### config.mk
export PLATFORM = sky130hd
export DESIGN_NAME = decoder_scan_sequencer_flat
export DESIGN_NICKNAME = d
export VERILOG_FILES = /design/src/rtl/decoder_scan_sequencer_if.sv /design/src/rtl/decoder_scan_sequencer.sv /design/src/flat_wrapper.sv
export SDC_FILE = /design/constraint.sdc
export NUM_CORES = 1
export LEC_CHECK = 0
export BUFFER_PORTS_ARGS = -buffer_cell sky130_fd_sc_hd__buf_2
export CAP_MARGIN = 20
export CORE_MARGIN = 3
export CORE_UTILIZATION = 45
export DETAILED_ROUTE_END_ITERATION = 10
export MAX_ROUTING_LAYER = met4
export PLACE_DENSITY = 0.68
export SLEW_MARGIN = 30
export SYNTH_ARGS = -nofsm -noshare
export SYNTH_HDL_FRONTEND = slang
export SYNTH_SLANG_ARGS = --single-unit
### constraint.sdc
create_clock -name clk -period 1.8 [get_ports clk]
set_input_delay 0.18 -clock clk [delete_from_list [all_inputs] [get_ports clk]]
set_output_delay 0.18 -clock clk [all_outputs]
set_load 0.05 [all_outputs]
### src/rtl/decoder_scan_sequencer_if.sv
// Control/status bundle between a scan controller and the decoder scan sequencer.
// The sequencer takes the slave side; whoever drives start/stop takes the master side.
interface decoder_scan_sequencer_if;
  logic       start;
  logic       stop;
  logic       mode;
  logic [3:0] mask;
  logic [1:0] sel;
  logic       en;
  logic       busy;
  logic       ch_strobe;
  logic       done;

  modport master (
    output start, stop, mode, mask,
    input  sel, en, busy, ch_strobe, done
  );

  modport slave (
    input  start, stop, mode, mask,
    output sel, en, busy, ch_strobe, done
  );
endinterface

### src/rtl/decoder_scan_sequencer.sv
// Drives sel/en of a 2-to-4 decoder so that the unmasked outputs are visited in
// ascending order, each held for DWELL cycles. One-shot or continuous scanning,
// start/stop control, and a done pulse at the end of a one-shot pass.
module decoder_scan_sequencer #(
  parameter int DWELL = 4
) (
  input  logic                     clk,
  input  logic                     reset,
  decoder_scan_sequencer_if.slave  bus
);

  localparam int CNT_W = $clog2(DWELL) + 1;
  localparam logic [CNT_W-1:0] CNT_LAST = CNT_W'(DWELL - 1);

  typedef enum logic [0:0] {
    ST_IDLE = 1'b0,
    ST_SCAN = 1'b1
  } state_t;

  state_t           state_q, state_d;
  logic [CNT_W-1:0] cnt_q, cnt_d;
  logic [1:0]       sel_q, sel_d;
  logic             en_q, en_d;
  logic             busy_q, busy_d;
  logic             strobe_q, strobe_d;
  logic             done_q, done_d;
  logic [3:0]       mask_q, mask_d;
  logic             mode_q, mode_d;

  // Index of the lowest set bit; callers guarantee the mask is non-zero.
  function automatic logic [1:0] lowest_set(input logic [3:0] m);
    logic [1:0] r;
    r = 2'd0;
    for (int i = 3; i >= 0; i--) begin
      if (m[i]) begin
        r = 2'(i);
      end
    end
    return r;
  endfunction

  // {found, index} of the lowest set bit strictly above cur.
  function automatic logic [2:0] next_above(input logic [3:0] m, input logic [1:0] cur);
    logic [2:0] r;
    r = 3'b000;
    for (int i = 3; i >= 0; i--) begin
      if ((i > int'(cur)) && m[i]) begin
        r = {1'b1, 2'(i)};
      end
    end
    return r;
  endfunction

  logic [2:0] nxt_s;
  assign nxt_s = next_above(mask_q, sel_q);

  // Next-state and registered-output computation for the IDLE/SCAN sequencer.
  always_comb begin
    state_d  = state_q;
    cnt_d    = cnt_q;
    sel_d    = sel_q;
    en_d     = en_q;
    busy_d   = busy_q;
    strobe_d = 1'b0;
    done_d   = 1'b0;
    mask_d   = mask_q;
    mode_d   = mode_q;

    case (state_q)
      ST_IDLE: begin
        sel_d  = 2'd0;
        en_d   = 1'b0;
        busy_d = 1'b0;
        cnt_d  = {CNT_W{1'b0}};
        if (bus.start && !bus.stop) begin
          if (bus.mask != 4'b0000) begin
            mask_d   = bus.mask;
            mode_d   = bus.mode;
            state_d  = ST_SCAN;
            sel_d    = lowest_set(bus.mask);
            en_d     = 1'b1;
            busy_d   = 1'b1;
            strobe_d = 1'b1;
          end else begin
            // Nothing to scan: report completion immediately.
            done_d = 1'b1;
          end
        end else begin
          done_d = 1'b0;
        end
      end

      ST_SCAN: begin
        if (bus.stop) begin
          // Abort wins over any advance in the same cycle; no done pulse.
          state_d = ST_IDLE;
          sel_d   = 2'd0;
          en_d    = 1'b0;
          busy_d  = 1'b0;
          cnt_d   = {CNT_W{1'b0}};
        end else if (cnt_q == CNT_LAST) begin
          if (nxt_s[2]) begin
            sel_d    = nxt_s[1:0];
            cnt_d    = {CNT_W{1'b0}};
            strobe_d = 1'b1;
          end else if (mode_q) begin
            sel_d    = lowest_set(mask_q);
            cnt_d    = {CNT_W{1'b0}};
            strobe_d = 1'b1;
          end else begin
            state_d = ST_IDLE;
            sel_d   = 2'd0;
            en_d    = 1'b0;
            busy_d  = 1'b0;
            cnt_d   = {CNT_W{1'b0}};
            done_d  = 1'b1;
          end
        end else begin
          cnt_d = cnt_q + CNT_W'(1);
        end
      end

      default: begin
        state_d = ST_IDLE;
        sel_d   = 2'd0;
        en_d    = 1'b0;
        busy_d  = 1'b0;
        cnt_d   = {CNT_W{1'b0}};
      end
    endcase
  end

  // State and output registers with synchronous reset.
  always_ff @(posedge clk) begin
    if (reset) begin
      state_q  <= ST_IDLE;
      cnt_q    <= {CNT_W{1'b0}};
      sel_q    <= 2'd0;
      en_q     <= 1'b0;
      busy_q   <= 1'b0;
      strobe_q <= 1'b0;
      done_q   <= 1'b0;
      mask_q   <= 4'b0000;
      mode_q   <= 1'b0;
    end else begin
      state_q  <= state_d;
      cnt_q    <= cnt_d;
      sel_q    <= sel_d;
      en_q     <= en_d;
      busy_q   <= busy_d;
      strobe_q <= strobe_d;
      done_q   <= done_d;
      mask_q   <= mask_d;
      mode_q   <= mode_d;
    end
  end

  assign bus.sel       = sel_q;
  assign bus.en        = en_q;
  assign bus.busy      = busy_q;
  assign bus.ch_strobe = strobe_q;
  assign bus.done      = done_q;

endmodule

### src/flat_wrapper.sv
// flat-port wrapper written by rule: the top's interface ports become plain ports
module decoder_scan_sequencer_flat 
#(
  parameter int DWELL = 4
)
  (clk, reset, bus_start, bus_stop, bus_mode, bus_mask, bus_sel, bus_en, bus_busy, bus_ch_strobe, bus_done);
  decoder_scan_sequencer_if bus_i ();
  input  logic clk;
  input  logic reset;
  input wire logic [$bits(bus_i.start)-1:0] bus_start;
  input wire logic [$bits(bus_i.stop)-1:0] bus_stop;
  input wire logic [$bits(bus_i.mode)-1:0] bus_mode;
  input wire logic [$bits(bus_i.mask)-1:0] bus_mask;
  output wire logic [$bits(bus_i.sel)-1:0] bus_sel;
  output wire logic [$bits(bus_i.en)-1:0] bus_en;
  output wire logic [$bits(bus_i.busy)-1:0] bus_busy;
  output wire logic [$bits(bus_i.ch_strobe)-1:0] bus_ch_strobe;
  output wire logic [$bits(bus_i.done)-1:0] bus_done;
  assign bus_i.start = bus_start;
  assign bus_i.stop = bus_stop;
  assign bus_i.mode = bus_mode;
  assign bus_i.mask = bus_mask;
  assign bus_sel = bus_i.sel;
  assign bus_en = bus_i.en;
  assign bus_busy = bus_i.busy;
  assign bus_ch_strobe = bus_i.ch_strobe;
  assign bus_done = bus_i.done;
  decoder_scan_sequencer #(.DWELL(DWELL)) u_core (.clk(clk), .reset(reset), .bus(bus_i));
endmodule
Word level (Yosys, flattened, before mapping):

Cells that the tools add are included.

* logic and storage cells: 68
* register bits: 14
* bits in latches: 0
* bits in read-only memories: 0
* memories kept: 0
* bits in writable memories: 0

* div/mod/pow operators: 0
* multiply operators: 0
* multiplexer cells: 43
* add/subtract/negate cells: 1
* shift operators: 0
* reductions and logical operators: 8
* magnitude comparators: 3
* bitwise operators: 1
* eq/ne operators: 4

Operators with widths (number)
* $mux 2: 14
* $mux 1: 18
* $mux 3: 5
* $ne 3x3->1 const B: 3
* $pmux 1 s2: 4
* $pmux 3 s2: 1
* $reduce_and 3->1: 2
* $gt 2x2->1 const A: 2
* $logic_and 1x1->1: 4
* $pmux 2 s2: 1
* $reduce_bool 4->1: 1
* $add 3x1->3 const B: 1
* $eq 3x2->1 const B: 1
* $gt 1x2->1 const A: 1
* $logic_not 1->1: 1
* $not 1->1: 1

Longest topological paths before layout:

Gate-level depths: netlist (run 1).

* depth in word-level cells: 9
* gate-level depth with buffers: 5
* gate-level depth less buffers: 5

Worst setup path after synthesis (run 1):

No wires, ideal clock.

* path kind: register to register
* from: register u_core.sel_q[0], in the netlist u_core.bus.sel[0]
* to: register u_core.state_q
* arrival: 1276 ps
* period minus slack after synthesis: 1412 ps
* data required time: 1664 ps
* setup time: 136 ps
* cell stages (with the launch flop): 5
* setup slack: 388 ps
* path buffers: 0
* path through: dfxtp_1 > nand2_1 > a21oi_1 > a311o_1 > o21ai_0

* word-level cells in the longest chain between the ends: 9
* elaborated cells between the ends (all ways): 13
* those cells by class: 3 x order compare; 7 x mux; 3 x reduce/logical

Ends and longest elaborated chain
* start: declaration: RTL line decoder_scan_sequencer.sv:22 `logic [1:0] sel_q, sel_d;`
* start signal: assignment: RTL line decoder_scan_sequencer.sv:148 `sel_q <= sel_d;`
* $gt 2x2->1: RTL line decoder_scan_sequencer.sv:47 `if ((i > int'(cur)) && m[i]) begin`
* $logic_and 1x1->1: RTL line decoder_scan_sequencer.sv:47
* $mux 3 (2 in series): RTL line decoder_scan_sequencer.sv:47
* $mux 3 *: RTL line decoder_scan_sequencer.sv:47
* $mux 1 *: RTL line decoder_scan_sequencer.sv:102 `if (nxt_s[2]) begin`
* $mux 1 *: RTL line decoder_scan_sequencer.sv:101 `end else if (cnt_q == CNT_LAST) begin`
* $mux 1 *: RTL line decoder_scan_sequencer.sv:94 `if (bus.stop) begin`
* $pmux 1 s2 *: RTL line decoder_scan_sequencer.sv:69 `case (state_q)`
* end signal: assignment: RTL line decoder_scan_sequencer.sv:146 `state_q <= state_d;`
* end: declaration: RTL line decoder_scan_sequencer.sv:20 `state_t state_q, state_d;`

Every way passes the cells marked *; elsewhere a longest branch is shown, timed or not.
A chain may end at the register's enable or synchronous reset.

Worst setup path after layout (run 1):

* from: register u_core.cnt_q[0]
* to: register u_core.sel_q[1], in the netlist u_core.bus.sel[1]

* word-level cells in the longest chain between the ends: 2

Ends and longest elaborated chain
* start: declaration: RTL line decoder_scan_sequencer.sv:21 `logic [CNT_W-1:0] cnt_q, cnt_d;`
* start signal: assignment: RTL line decoder_scan_sequencer.sv:137 `cnt_q <= {CNT_W{1'b0}};`
* start signal: assignment: RTL line decoder_scan_sequencer.sv:147 `cnt_q <= cnt_d;`
* $eq 3x2->1: RTL line decoder_scan_sequencer.sv:101
* $ne 3x3->1 (no source line)

No other way between the ends.

==> results of run 1 <==
metal layers:
layer | vias up | part of all wire | GRT usage
met4 | 0 | 0.010 | 0.111
met5 | - | 0 | -
met2 | 16 | 0.43 | 0.229
li1 | 311 | - | -
met1 | 267 | 0.50 | 0.199
met3 | 2 | 0.055 | 0.0757
layout make-up:
| cell class | instances | area (µm²) |
|---|---|---|
| clock buffers | 3 | 22.5 |
| fillers | 127 | 571 |
| inverters | 4 | 15.0 |
| multi-input cells | 58 | 373 |
| flip-flops and latches | 14 | 280 |
| well taps | 15 | 18.8 |
| repair buffers | 14 | 70.1 |
metrics by stage:
step / utilization / setup WS [ps] / area [µm²]
final: 0.577 / 434 / 779
after global routing: 0.577 / 315 / 779
after CTS: 0.577 / 432 / 779
after detailed placement: 0.561 / 451 / 757
after global placement: 0.561 / 495 / 757
after floorplan: - / 388 / 679
sequential cells by signal, summed over array words and instances (netlist names):
name and flops:
u_core.state_q 1, u_core.bus.sel 2, u_core.bus.en 1, u_core.mode_q 1, u_core.mask_q 4, u_core.cnt_q 3
u_core.bus.done 1, u_core.bus.ch_strobe 1
critical path: stages, from the launching register on:
cell and delay [ps]:
dfxtp_1 320, ha_1 190, ha_1 240, nor2_1 200, a21oi_1 60, a221oi_1 270
synthesized netlist by cell type (all sizes together), types with 2 or more instances:
cell type / instances / area (µm²)
inv: 4 / 15.0
nor2: 13 / 48.8
a22oi: 3 / 22.5
nor2b: 5 / 31.3
dfxtp: 14 / 280
o2bb2ai: 2 / 17.5
ha: 2 / 25.0
nand2: 6 / 22.5
o21ai: 5 / 25.0
a21oi: 7 / 35.0
cell families (layout without fill, tap and decap cells):
kind of cell | count (synthesis) | in the layout | synth area share
fa+ha+maj | 2 | 2 | 0.0368
buf+inv | 6 | 21 | 0.0387
compound gates | 25 | 25 | 0.276
flops | 14 | 14 | 0.413
simple gates | 30 | 30 | 0.221
mux | 1 | 1 | 0.0147
power by group:
group          switching, mW  internal, mW  total, mW  leakage [nW]
clock                 0.0926        0.0776      0.170        0.0138
sequential            0.0105         0.320      0.331         0.114
combinational         0.0568        0.0331     0.0899         0.180
total                  0.160         0.431      0.591         0.308
worst max path at each step:
stage / endpoint / slack, ps / cells past startpoint
after global routing: u_core.bus.sel[1] / 310 / 5
final: u_core.bus.sel[1] / 430 / 5
after global placement: u_core.bus.sel[1] / 490 / 5
after floorplan: u_core.state_q / 390 / 4
after CTS: u_core.bus.sel[1] / 430 / 5
after detailed placement: u_core.bus.sel[1] / 450 / 5
==> run metrics, run 1 <==
Vias=596; Die Area=2010 µm²; Rows=13; number of synthesized flops with an enable pin=0; nets@finish=106; chip width=44.9 µm; CTS tree=built; Worst-Skew Late Latency=280 ps; largest net degree at the start of global routing=15; WS Path Type=register to register; post-synthesis cell area=679 µm²; max-slew violation count=0; initial antenna violation count=0; CP endpoint kind=register; Iteration-0 DRC Markers=8; Min-Delay Endpoint=u_core.mode_q; asr flop ratio synth=0; Slew HR=0.656; slew of the pin with the lowest slew margin=515 ps; mean routed wirelength per cell=12.6 µm; CP required=1990 ps; Residual DRC=0; library cells used by synthesis=28; IO Count=15; Power Density=758 nW/µm²; Post-CTS Repair Setup Buffers=0; RR Startpoint=u_core.cnt_q[0]; CTS sink cnt=14; setup TNS=0 ps; Port Buffers=14; MaxCap Viol Count=0; Clock Path Buffers=2; Synth Net Count=89; post-route clock period utilization=0.759; Syn Inst Count=78; Pleak=0.308 nW; Critical Path Source=u_core.cnt_q[0]; r2r endpoint=u_core.bus.sel[1]; largest fanout on the critical path=6; # setup viols final=0; R2R depth=5; Min-Delay Path Class=input pin to register; Hold Buf Count CTS=0; Final Hold Vio Count=0; non-filler cells, final=108; drt total wl=1.36 mm; Startpoint Class=register; hold path cells=3; R2R setup slack=430 ps; global-route wire length before repair=2.33 mm; GRT Residual Overflow=0; drt pass-1 iters=4; CTS Buf Count=3; die span in y=44.9 µm; layout cells sized above 1=0.215; Pwr Total=0.591 mW; WHS=138 ps; clk root buf=clkbuf_4; Critical Path AT=1560 ps; final antenna-violating net count=0; Clock Skew=10.8 ps; RD Place Congestion=0.786; Vias/cell=5.52; P&R area growth vs syn=14.7%; fmax=732 MHz; HP Start=bus_mode; run status=complete, no violations; highest-count cells in the layout ignoring fill and taps=14 x buf_2, 14 x dfxtp_1, 13 x nor2_1; Main synth FF type=dfxtp_1; syn_area_per_cell=8.71 µm²; Worst-path clk slew=80 ps; RSZ-0062 raised after global routing=no; hpwl dp=1.05 mm; placeable core region=1350 µm²; antenna diode count=0; Max VDD drop=0.456 mV; dpl cells=105; All-Layer GR Usage=0.169; post-synthesis register bit count=14; register area share after synthesis=0.413; Initial Util=0.503; cts repair resizes=0; Final Critical Period=1370 ps; vias in the first global route=553; H-tree depth=1; YS warnings=0
Power figures use the tool's default switching activity.
==> inputs of run 2 (changes only) <==
PLACE_DENSITY = 0.71   (was 0.68)
clock period = 1.2 ns   (was 1.8 ns; I/O delays follow)
==> run 2 against run 1 <==
Net effect:
- the run now ends with setup timing left
- sequential power grew 49%
- utilization grew 9.5 points
- flip-flop and latch count is the same
- routed wire length grew 20%
- clock power grew 100%
- critical endpoint is now u_core.bus.en
- largest power group unchanged
- highest routed layer unchanged
==> run metrics, run 2 (synthesis results as in run 1) <==
run status=complete, but fails checks; failing checks=setup timing; Vias=644; RD Place Congestion=0.735; Pleak=0.351 nW; Min-Delay Path Class=input pin to register; Critical Path AT=1420 ps; Layout Utilization=0.672; Final Critical Period=1200 ps; most common cell after layout, fill and taps aside=buf_2; CTS tree=built; Worst-Skew Late Latency=280 ps; global-route wire length before repair=2.62 mm; Worst path slowest cell=dfxtp_2; Initial Util=0.503; post-route clock period utilization=1.00; max-slew violation count=0; Final Hold Vio Count=0; initial antenna violation count=0; MaxCap Viol Count=0; Port Buffers=14; IO Count=15; Slew HR=0.685; chip width=44.9 µm; met3 WL=121 µm; CP peak stage delay=350 ps; Power Density=1100 nW/µm²; nets@finish=112; post-place setup slack=-48.1 ps; Startpoint Class=register; WHS=73.6 ps; most frequent CP cell=ha_4; Reg with most FFs=u_core.mask_q; Worst-path clk slew=90 ps; Clock Path Buffers=2; slew of the pin with the lowest slew margin=471 ps; Rows=13; WS Path Type=register to register; drt total wl=1.63 mm; worst setup margin=-3.70 ps; Residual DRC=0; GRT Residual Overflow=0; mean routed wirelength per cell=14.2 µm; placeable core region=1350 µm²; CP required=1420 ps; fmax=831 MHz; CP Cell Sequence=ha_4 -> ha_4 -> buf_4 -> a31o_2 -> a21oi_2; drt pass-1 iters=4; met2 WL=769 µm; P&R area growth vs syn=33.5%; RSZ-0062 raised after global routing=yes; clk root buf=clkbuf_4; CP endpoint kind=register; CTS sink cnt=14; highest-count cells in the layout ignoring fill and taps=14 x buf_2, 11 x nor2_1, 9 x dfxtp_1; All-Layer GR Usage=0.186; hpwl dp=1.16 mm; Clock Skew=6.66 ps; largest fanout on the critical path=5; Iteration-0 DRC Markers=18; Post-CTS Repair Setup Buffers=0; Top Layer Used=met4; number of flip-flops in the largest register=4; Vias/cell=5.60; Max VDD drop=0.797 mV; final antenna-violating net count=0; # setup viols final=2; CTS Buf Count=3; Die Area=2010 µm²; die span in y=44.9 µm; met1 WL=718 µm; H-tree depth=1; layout cells sized above 1=0.420; vias in the first global route=576; antenna diode count=0; largest net degree at the start of global routing=15
[run 2: area by class of cell]
cell class / instances / area (µm²)
timing repair buffer: 20 / 115
fill: 122 / 443
sequential: 14 / 292
tap: 15 / 18.8
multi-input combinational: 58 / 430
inverter: 4 / 15.0
clock buffer: 4 / 36.3
[run 2: power breakdown]
part	internal, mW	leakage [nW]	switching, mW
logic	0.0632	0.214	0.0961
clock network	0.185	0.0210	0.163
registers	0.478	0.117	0.0157
total	0.726	0.351	0.275
[run 2: path summary, 6_finish.rpt]
kind / start / to / slack (ps) / depth (start not counted)
worst min register to register: u_core.cnt_q[0] / u_core.cnt_q[0] / 430 / 1
worst min-delay path: bus_mode / u_core.mode_q / 70 / 3
worst max-delay path: u_core.cnt_q[0] / u_core.bus.en / -4 / 5
worst max register to register: u_core.cnt_q[0] / u_core.bus.en / -4 / 5
[run 2: what timing repair did]
action | in CTS | in global routing
hold buffers | 0 | 0
setup endpoints to repair | 7 | 14
endpoints found under the hold margin | 0 | 0
pin swaps | 5 | 1
resized for setup | 9 | 3
[run 2: critical path, delay by kind of cell (launching register included)]
kind | cells | cell delay (ps)
fa+ha+maj | 2 | 340
flops | 1 | 350
compound gates | 2 | 320
buf+inv | 1 | 140
[run 2: per-stage QoR]
stage | std cells | power, mW | TNS (ps) | cell area [µm²]
after floorplan | 78 | 0.596 | 0 | 709
after global placement | 111 | 0.651 | -8.57 | 832
after detailed placement | 111 | 0.653 | -133 | 832
after CTS | 115 | 1.00 | -4.06 | 901
after global routing | 115 | 1.04 | -579 | 907
final | 115 | 1.00 | -6.37 | 907
[run 2: layer usage]
layer  GRT usage  up-vias
met4       0.105        0
met5           -        -
met1       0.237      290
met3      0.0279        4
li1            -      322
met2       0.278       28
